[config.mk]
export PLATFORM = sky130hd
export DESIGN_NAME = acondicionador_sensores_flat
export DESIGN_NICKNAME = d
export VERILOG_FILES = /design/src/rtl/acondicionador_sensores_if.sv /design/src/rtl/acondicionador_sensores.sv /design/src/flat_wrapper.sv
export SDC_FILE = /design/constraint.sdc
export NUM_CORES = 1
export LEC_CHECK = 0
export ABC_CLOCK_PERIOD_IN_PS = 3600
export CORE_MARGIN = 2
export CORE_UTILIZATION = 40
export DETAILED_ROUTE_END_ITERATION = 10
export GPL_TIMING_DRIVEN = 0
export HOLD_SLACK_MARGIN = 0.12
export PLACE_DENSITY = 0.66
export SLEW_MARGIN = 20
export SYNTH_ARGS = -nofsm -noshare
export SYNTH_HDL_FRONTEND = slang
export SYNTH_SLANG_ARGS = --single-unit
[constraint.sdc]
create_clock -name Clk -period 3.6 [get_ports Clk]
set_input_delay 0.54 -clock Clk [delete_from_list [all_inputs] [get_ports Clk]]
set_output_delay 0.54 -clock Clk [all_outputs]
set_load 0.005 [all_outputs]
[src/rtl/acondicionador_sensores_if.sv]
// Sensor-conditioning signal bundle: raw sensor inputs toward the conditioner and
// conditioned flags toward the fire-control FSM.
interface acondicionador_sensores_if;
  logic [7:0] TempDato;
  logic       TempValido;
  logic       HumoRaw;
  logic       CSRaw;
  logic       Humo;
  logic       T1;
  logic       T2;
  logic       CS;
  logic       SensorFalla;

  // Sensor / stimulus side
  modport master (
    output TempDato, TempValido, HumoRaw, CSRaw,
    input  Humo, T1, T2, CS, SensorFalla
  );

  // Conditioner side
  modport slave (
    input  TempDato, TempValido, HumoRaw, CSRaw,
    output Humo, T1, T2, CS, SensorFalla
  );
endinterface

[src/rtl/acondicionador_sensores.sv]
// Sensor conditioner: synchronizes and debounces smoke/short contacts, applies
// hysteresis thresholds to temperature samples and flags a stalled temperature sensor.

// Two-flop synchronizer followed by a two-state debouncer for one raw contact.
module acond_debounce #(
  parameter logic [15:0] DEB_CICLOS = 16'd50000
) (
  input  logic clk,
  input  logic reset,
  input  logic raw,
  output logic deb
);
  localparam int unsigned CNT_W = 16;

  typedef enum logic {ESTABLE, CONTANDO} deb_state_e;

  deb_state_e       state_q, state_d;
  logic [CNT_W-1:0] cnt_q, cnt_d;
  logic             sync1_q, sync1_d;
  logic             sync2_q, sync2_d;
  logic             out_q, out_d;

  always_ff @(posedge clk) begin
    if (reset) begin
      state_q <= ESTABLE;
      cnt_q   <= '0;
      sync1_q <= 1'b0;
      sync2_q <= 1'b0;
      out_q   <= 1'b0;
    end else begin
      state_q <= state_d;
      cnt_q   <= cnt_d;
      sync1_q <= sync1_d;
      sync2_q <= sync2_d;
      out_q   <= out_d;
    end
  end

  // The first differing sample is seen in ESTABLE, so leaving it already counts one.
  always_comb begin
    state_d = state_q;
    cnt_d   = cnt_q;
    out_d   = out_q;
    sync1_d = raw;
    sync2_d = sync1_q;
    case (state_q)
      ESTABLE: begin
        cnt_d = '0;
        if (sync2_q != out_q) begin
          if (DEB_CICLOS <= CNT_W'(1)) begin
            out_d = sync2_q;
          end else begin
            state_d = CONTANDO;
            cnt_d   = CNT_W'(1);
          end
        end
      end
      CONTANDO: begin
        if (sync2_q == out_q) begin
          state_d = ESTABLE;
          cnt_d   = '0;
        end else if (cnt_q >= DEB_CICLOS - CNT_W'(1)) begin
          state_d = ESTABLE;
          cnt_d   = '0;
          out_d   = sync2_q;
        end else begin
          cnt_d = cnt_q + CNT_W'(1);
        end
      end
      default: begin
        state_d = ESTABLE;
        cnt_d   = '0;
      end
    endcase
  end

  assign deb = out_q;
endmodule

module acondicionador_sensores #(
  parameter logic [7:0]  UMBRAL_ALTO  = 8'd60,
  parameter logic [7:0]  UMBRAL_MEDIO = 8'd40,
  parameter logic [7:0]  HIST         = 8'd2,
  parameter logic [15:0] DEB_CICLOS   = 16'd50000,
  parameter logic [19:0] TIMEOUT      = 20'd1000000
) (
  input  logic                      Clk,
  input  logic                      Reset,
  acondicionador_sensores_if.slave  bus
);
  localparam int unsigned TEMP_W = 8;
  localparam int unsigned WD_W   = 20;

  // Clear levels saturate at 0; a zero level can never be undercut, so the flag sticks.
  localparam logic [TEMP_W-1:0] LIM_ALTO  =
    (UMBRAL_ALTO > HIST) ? TEMP_W'(UMBRAL_ALTO - HIST) : '0;
  localparam logic [TEMP_W-1:0] LIM_MEDIO =
    (UMBRAL_MEDIO > HIST) ? TEMP_W'(UMBRAL_MEDIO - HIST) : '0;

  logic [TEMP_W-1:0] temp_reg_q, temp_reg_d;
  logic              fa_q, fa_d;
  logic              fm_q, fm_d;
  logic [WD_W-1:0]   wd_cnt_q, wd_cnt_d;
  logic              falla_q, falla_d;
  logic              t1_q, t1_d;
  logic              t2_q, t2_d;

  acond_debounce #(.DEB_CICLOS(DEB_CICLOS)) u_deb_humo (
    .clk   (Clk),
    .reset (Reset),
    .raw   (bus.HumoRaw),
    .deb   (bus.Humo)
  );

  acond_debounce #(.DEB_CICLOS(DEB_CICLOS)) u_deb_cs (
    .clk   (Clk),
    .reset (Reset),
    .raw   (bus.CSRaw),
    .deb   (bus.CS)
  );

  always_ff @(posedge Clk) begin
    if (Reset) begin
      temp_reg_q <= '0;
      fa_q       <= 1'b0;
      fm_q       <= 1'b0;
      wd_cnt_q   <= '0;
      falla_q    <= 1'b0;
      t1_q       <= 1'b0;
      t2_q       <= 1'b0;
    end else begin
      temp_reg_q <= temp_reg_d;
      fa_q       <= fa_d;
      fm_q       <= fm_d;
      wd_cnt_q   <= wd_cnt_d;
      falla_q    <= falla_d;
      t1_q       <= t1_d;
      t2_q       <= t2_d;
    end
  end

  always_comb begin
    temp_reg_d = bus.TempValido ? bus.TempDato : temp_reg_q;

    fa_d = fa_q;
    if (temp_reg_q >= UMBRAL_ALTO) begin
      fa_d = 1'b1;
    end else if (temp_reg_q < LIM_ALTO) begin
      fa_d = 1'b0;
    end

    fm_d = fm_q;
    if (temp_reg_q >= UMBRAL_MEDIO) begin
      fm_d = 1'b1;
    end else if (temp_reg_q < LIM_MEDIO) begin
      fm_d = 1'b0;
    end

    // A fresh sample always beats the watchdog expiring on the same edge.
    wd_cnt_d = wd_cnt_q;
    falla_d  = falla_q;
    if (bus.TempValido) begin
      wd_cnt_d = '0;
      falla_d  = 1'b0;
    end else if (wd_cnt_q < TIMEOUT) begin
      wd_cnt_d = wd_cnt_q + WD_W'(1);
      if (wd_cnt_d == TIMEOUT) begin
        falla_d = 1'b1;
      end
    end else begin
      falla_d = 1'b1;
    end

    // A dead sensor is treated as full temperature.
    t1_d = fa_d | falla_d;
    t2_d = fm_d | falla_d;
  end

  assign bus.T1          = t1_q;
  assign bus.T2          = t2_q;
  assign bus.SensorFalla = falla_q;
endmodule
[src/flat_wrapper.sv]
// flat-port wrapper written by rule: the top's interface ports become plain ports
module acondicionador_sensores_flat 
#(
  parameter logic [7:0]  UMBRAL_ALTO  = 8'd60,
  parameter logic [7:0]  UMBRAL_MEDIO = 8'd40,
  parameter logic [7:0]  HIST         = 8'd2,
  parameter logic [15:0] DEB_CICLOS   = 16'd50000,
  parameter logic [19:0] TIMEOUT      = 20'd1000000
)
  (Clk, Reset, bus_TempDato, bus_TempValido, bus_HumoRaw, bus_CSRaw, bus_Humo, bus_T1, bus_T2, bus_CS, bus_SensorFalla);
  acondicionador_sensores_if bus_i ();
  input  logic Clk;
  input  logic Reset;
  input wire logic [$bits(bus_i.TempDato)-1:0] bus_TempDato;
  input wire logic [$bits(bus_i.TempValido)-1:0] bus_TempValido;
  input wire logic [$bits(bus_i.HumoRaw)-1:0] bus_HumoRaw;
  input wire logic [$bits(bus_i.CSRaw)-1:0] bus_CSRaw;
  output wire logic [$bits(bus_i.Humo)-1:0] bus_Humo;
  output wire logic [$bits(bus_i.T1)-1:0] bus_T1;
  output wire logic [$bits(bus_i.T2)-1:0] bus_T2;
  output wire logic [$bits(bus_i.CS)-1:0] bus_CS;
  output wire logic [$bits(bus_i.SensorFalla)-1:0] bus_SensorFalla;
  assign bus_i.TempDato = bus_TempDato;
  assign bus_i.TempValido = bus_TempValido;
  assign bus_i.HumoRaw = bus_HumoRaw;
  assign bus_i.CSRaw = bus_CSRaw;
  assign bus_Humo = bus_i.Humo;
  assign bus_T1 = bus_i.T1;
  assign bus_T2 = bus_i.T2;
  assign bus_CS = bus_i.CS;
  assign bus_SensorFalla = bus_i.SensorFalla;
  acondicionador_sensores #(.UMBRAL_ALTO(UMBRAL_ALTO), .UMBRAL_MEDIO(UMBRAL_MEDIO), .HIST(HIST), .DEB_CICLOS(DEB_CICLOS), .TIMEOUT(TIMEOUT)) u_core (.Clk(Clk), .Reset(Reset), .bus(bus_i));
endmodule
==> qor.yml <==
status: "finished, final reports clean"
leakagePower_nw: 1.33
hold_path.class: "register to register"
yosysTopAreaCell: "dfxtp_1"
synth-edff-count: 0
power.share.clock_pct: 44.0
fin_util_pct: 47.7
synth_top_area_share_pct: 44.7
area_growth_pct: 14.8
drt_iter0_drc: 52
fin_ws_ps: 1260
drc: 0
fillers: 762
synth_compound_area_share_pct: 6.90
max_stage_delay_ps: 490
end_kind: "register"
drtPass1Iterations: 4
place_area_um2: 3500
postCtsResizedCells: 0
yosys-top-cells-area: "dfxtp_1, nor2_1, xor2_1, xnor2_1, nand3_1"
cts_tree: "done"
power.internal_mw: 1.22
cap_violations: 0
start_util_pct: 41.6
synth_most_common_cell: "nor2_1"
clock-sinks: 72
postCtsSetupRepairBufs: 0
dp_hpwl_um: 4400
async_flop_share_pct: 0
ant_nets: 0
synthMuxAreaShare_pct: 3.41
netlist_area_um2: 3230
fmax_ghz: 0.427
finish.instance_area_um2: 3710
grt_usage_pct: 15.1
critPathTopFamily: "simple AND/OR/NAND/NOR gates"
worst_slew_pin_slew_ps: 547
critPathMaxFanout: 8
place_congestion: 0.896
p_switching_mw: 0.320
die_w_um: 93.8
grt_start_max_net_pins: 13
finalHoldViolations: 0
relSlewSlack_pct: 63.6
finalWirelength_um: 6190
htreeDepth: 3
ys_ff_latch: 72
rows: 32
io_buffer_count: 14
synth_top_family_by_area: "simple AND/OR/NAND/NOR gates"
cp-start-kind: "register"
synth_nets: 384
vdd_drop_max_mv: 0.219
cp_data_required_time_ps: 3880
detailedPlace.worstSlack_ps: 1270
seq_area_frac_synth_pct: 44.7
nNetsFinal: 409
cp_slowest_cell: "dfxtp_1"
ios: 18
post_drt_wl_per_cell_um: 12.4
cp.arrival_ps: 2620
crit_chain: "ha_1 > nand3_1 > nor2_1 > o211ai_1 > a221oi_2 > nand4_1 > nand2b_1"
drive_gt1_share_pct: 6.30
critical_path_buf_inv_count: 0
synth_common_cells: "nor2_1, dfxtp_1, xor2_1"
path_class: "register to register"
synthCells: 367
synth-adder-area-share_pct: 1.55
rsz0062_at_grt: "false"
synth.distinct_cells: 44
via_per_inst: 5.11
synth_flop_cell: "dfxtp_1"
clkSlewWorstSetupHoldPaths_ps: 70
antenna_found_initial: 0
finalMaxSlewViolations: 0
timing.hold.ws_ps: 439
grt_pass1_wl_um: 10400
die_y_um: 93.8
power.density_nw_per_um2: 416
finalClockSkew_ps: 11.2
timing.final.crit_share_pct: 65.0
ctsLongestPathBuffers: 2
overflow: 0
die_area_um2: 8810
cts-buffers-inserted: 9
vias: 2549
antenna_cells: 0
synth-xor-area-share_pct: 13.3
hold_buffers: 0
yosys_warnings: 0
fin_crit_ps: 2340
p_sw_share_pct: 20.8
p_comb_share_pct: 3.0
finalSetupViolCount: 0
coreArea_um2: 7770
grt_pass1_vias: 2339
clock_latency_ps: 340
synthSimpleGateAreaFrac_pct: 27.7
seq_power_share_pct: 53.0
fin_tns_setup_ps: 0
avgSynthCellArea_um2: 8.80
clockRootBuffer: "clkbuf_8"
## layout make-up
type / count / area, um^2 / share of cell area [%]
Clock buffer: 10 / 128 / 3.44
Timing Repair Buffer: 14 / 140 / 3.78
Buffer: 13 / 62.6 / 1.69
Inverter: 5 / 18.8 / 0.506
Multi-Input combinational cell: 277 / 1710 / 46.0
Clock inverter: 6 / 83.8 / 2.26
Sequential cell: 72 / 1440 / 38.9
Tap cell: 102 / 128 / 3.44
## power groups by stage
stage / clock [mW] / sequential (mW) / combinational, mW
after floorplan: 0 / 0.833 / 0.0265
after CTS: 0.699 / 0.817 / 0.0467
after detailed placement: 0 / 0.835 / 0.0463
final: 0.679 / 0.817 / 0.0460
after global routing: 0.735 / 0.818 / 0.0514
after global placement: 0 / 0.834 / 0.0455
## placed cells by master (no fill, tap or decap), drive strengths merged, types with 2 or more instances in the layout
cell type       n
a21boi          2
a21oi          11
a311o           4
a31oi           3
and2            3
and3           14
and4            2
buf             7
bufinv          2
clkbuf         16
clkdlybuf4s50  14
clkinv          4
dfxtp          72
ha              4
inv             5
mux2i          11
nand2          22
nand3          26
nand3b          3
nand4          11
nand4b          2
nor2           76
nor2b           4
nor3            2
nor3b           3
nor4            5
o211ai          2
o21ai           6
or3             2
xnor2          18
xor2           31
## worst paths after layout
path	cells after the start	from	to	slack, ps
setup reg to reg	7	u_core.wd_cnt_q[0]	u_core.bus.SensorFalla	1260
hold / removal	1	u_core.u_deb_cs.sync1_q	u_core.u_deb_cs.sync2_q	440
hold reg to reg	1	u_core.u_deb_cs.sync1_q	u_core.u_deb_cs.sync2_q	440
setup / recovery	7	u_core.wd_cnt_q[0]	u_core.bus.SensorFalla	1260
## metrics by stage
step	std cells	total power, mW
after floorplan	367	0.859
after global placement	483	0.880
after detailed placement	483	0.881
after CTS	499	1.56
after global routing	499	1.60
final	499	1.54
## cell families (layout without fill, tap and decap cells)
logic type | after synthesis | in the layout
xor gates and xnor gates | 49 | 49
and+or+nand+nor | 180 | 180
muxes | 11 | 11
AOI/OAI and AO/OA | 33 | 33
DFF | 72 | 72
buffers and inverters | 18 | 48
adders and majority gates | 4 | 4
## sequential cells by signal, summed over array words and instances (netlist names)
signal	count
u_core.bus.T2	1
u_core.bus.T1	1
u_core.u_deb_cs.cnt_q	16
u_core.u_deb_humo.sync2_q	1
u_core.u_deb_humo.state_q	1
u_core.bus.SensorFalla	1
u_core.wd_cnt_q	20
u_core.temp_reg_q	7
u_core.u_deb_cs.deb	1
u_core.u_deb_humo.cnt_q	16
u_core.u_deb_cs.sync1_q	1
u_core.u_deb_humo.sync1_q	1
u_core.fa_q	1
u_core.u_deb_cs.sync2_q	1
u_core.fm_q	1
u_core.u_deb_cs.state_q	1
u_core.u_deb_humo.deb	1
## metal layers
metal  global-route usage, %  routed length [um]
met1                    19.5                3060
met2                    23.2                2710
met3                    3.61                 281
met4                    7.97                 133
met5                       0                   0
(Power assumes the default switching activity.)
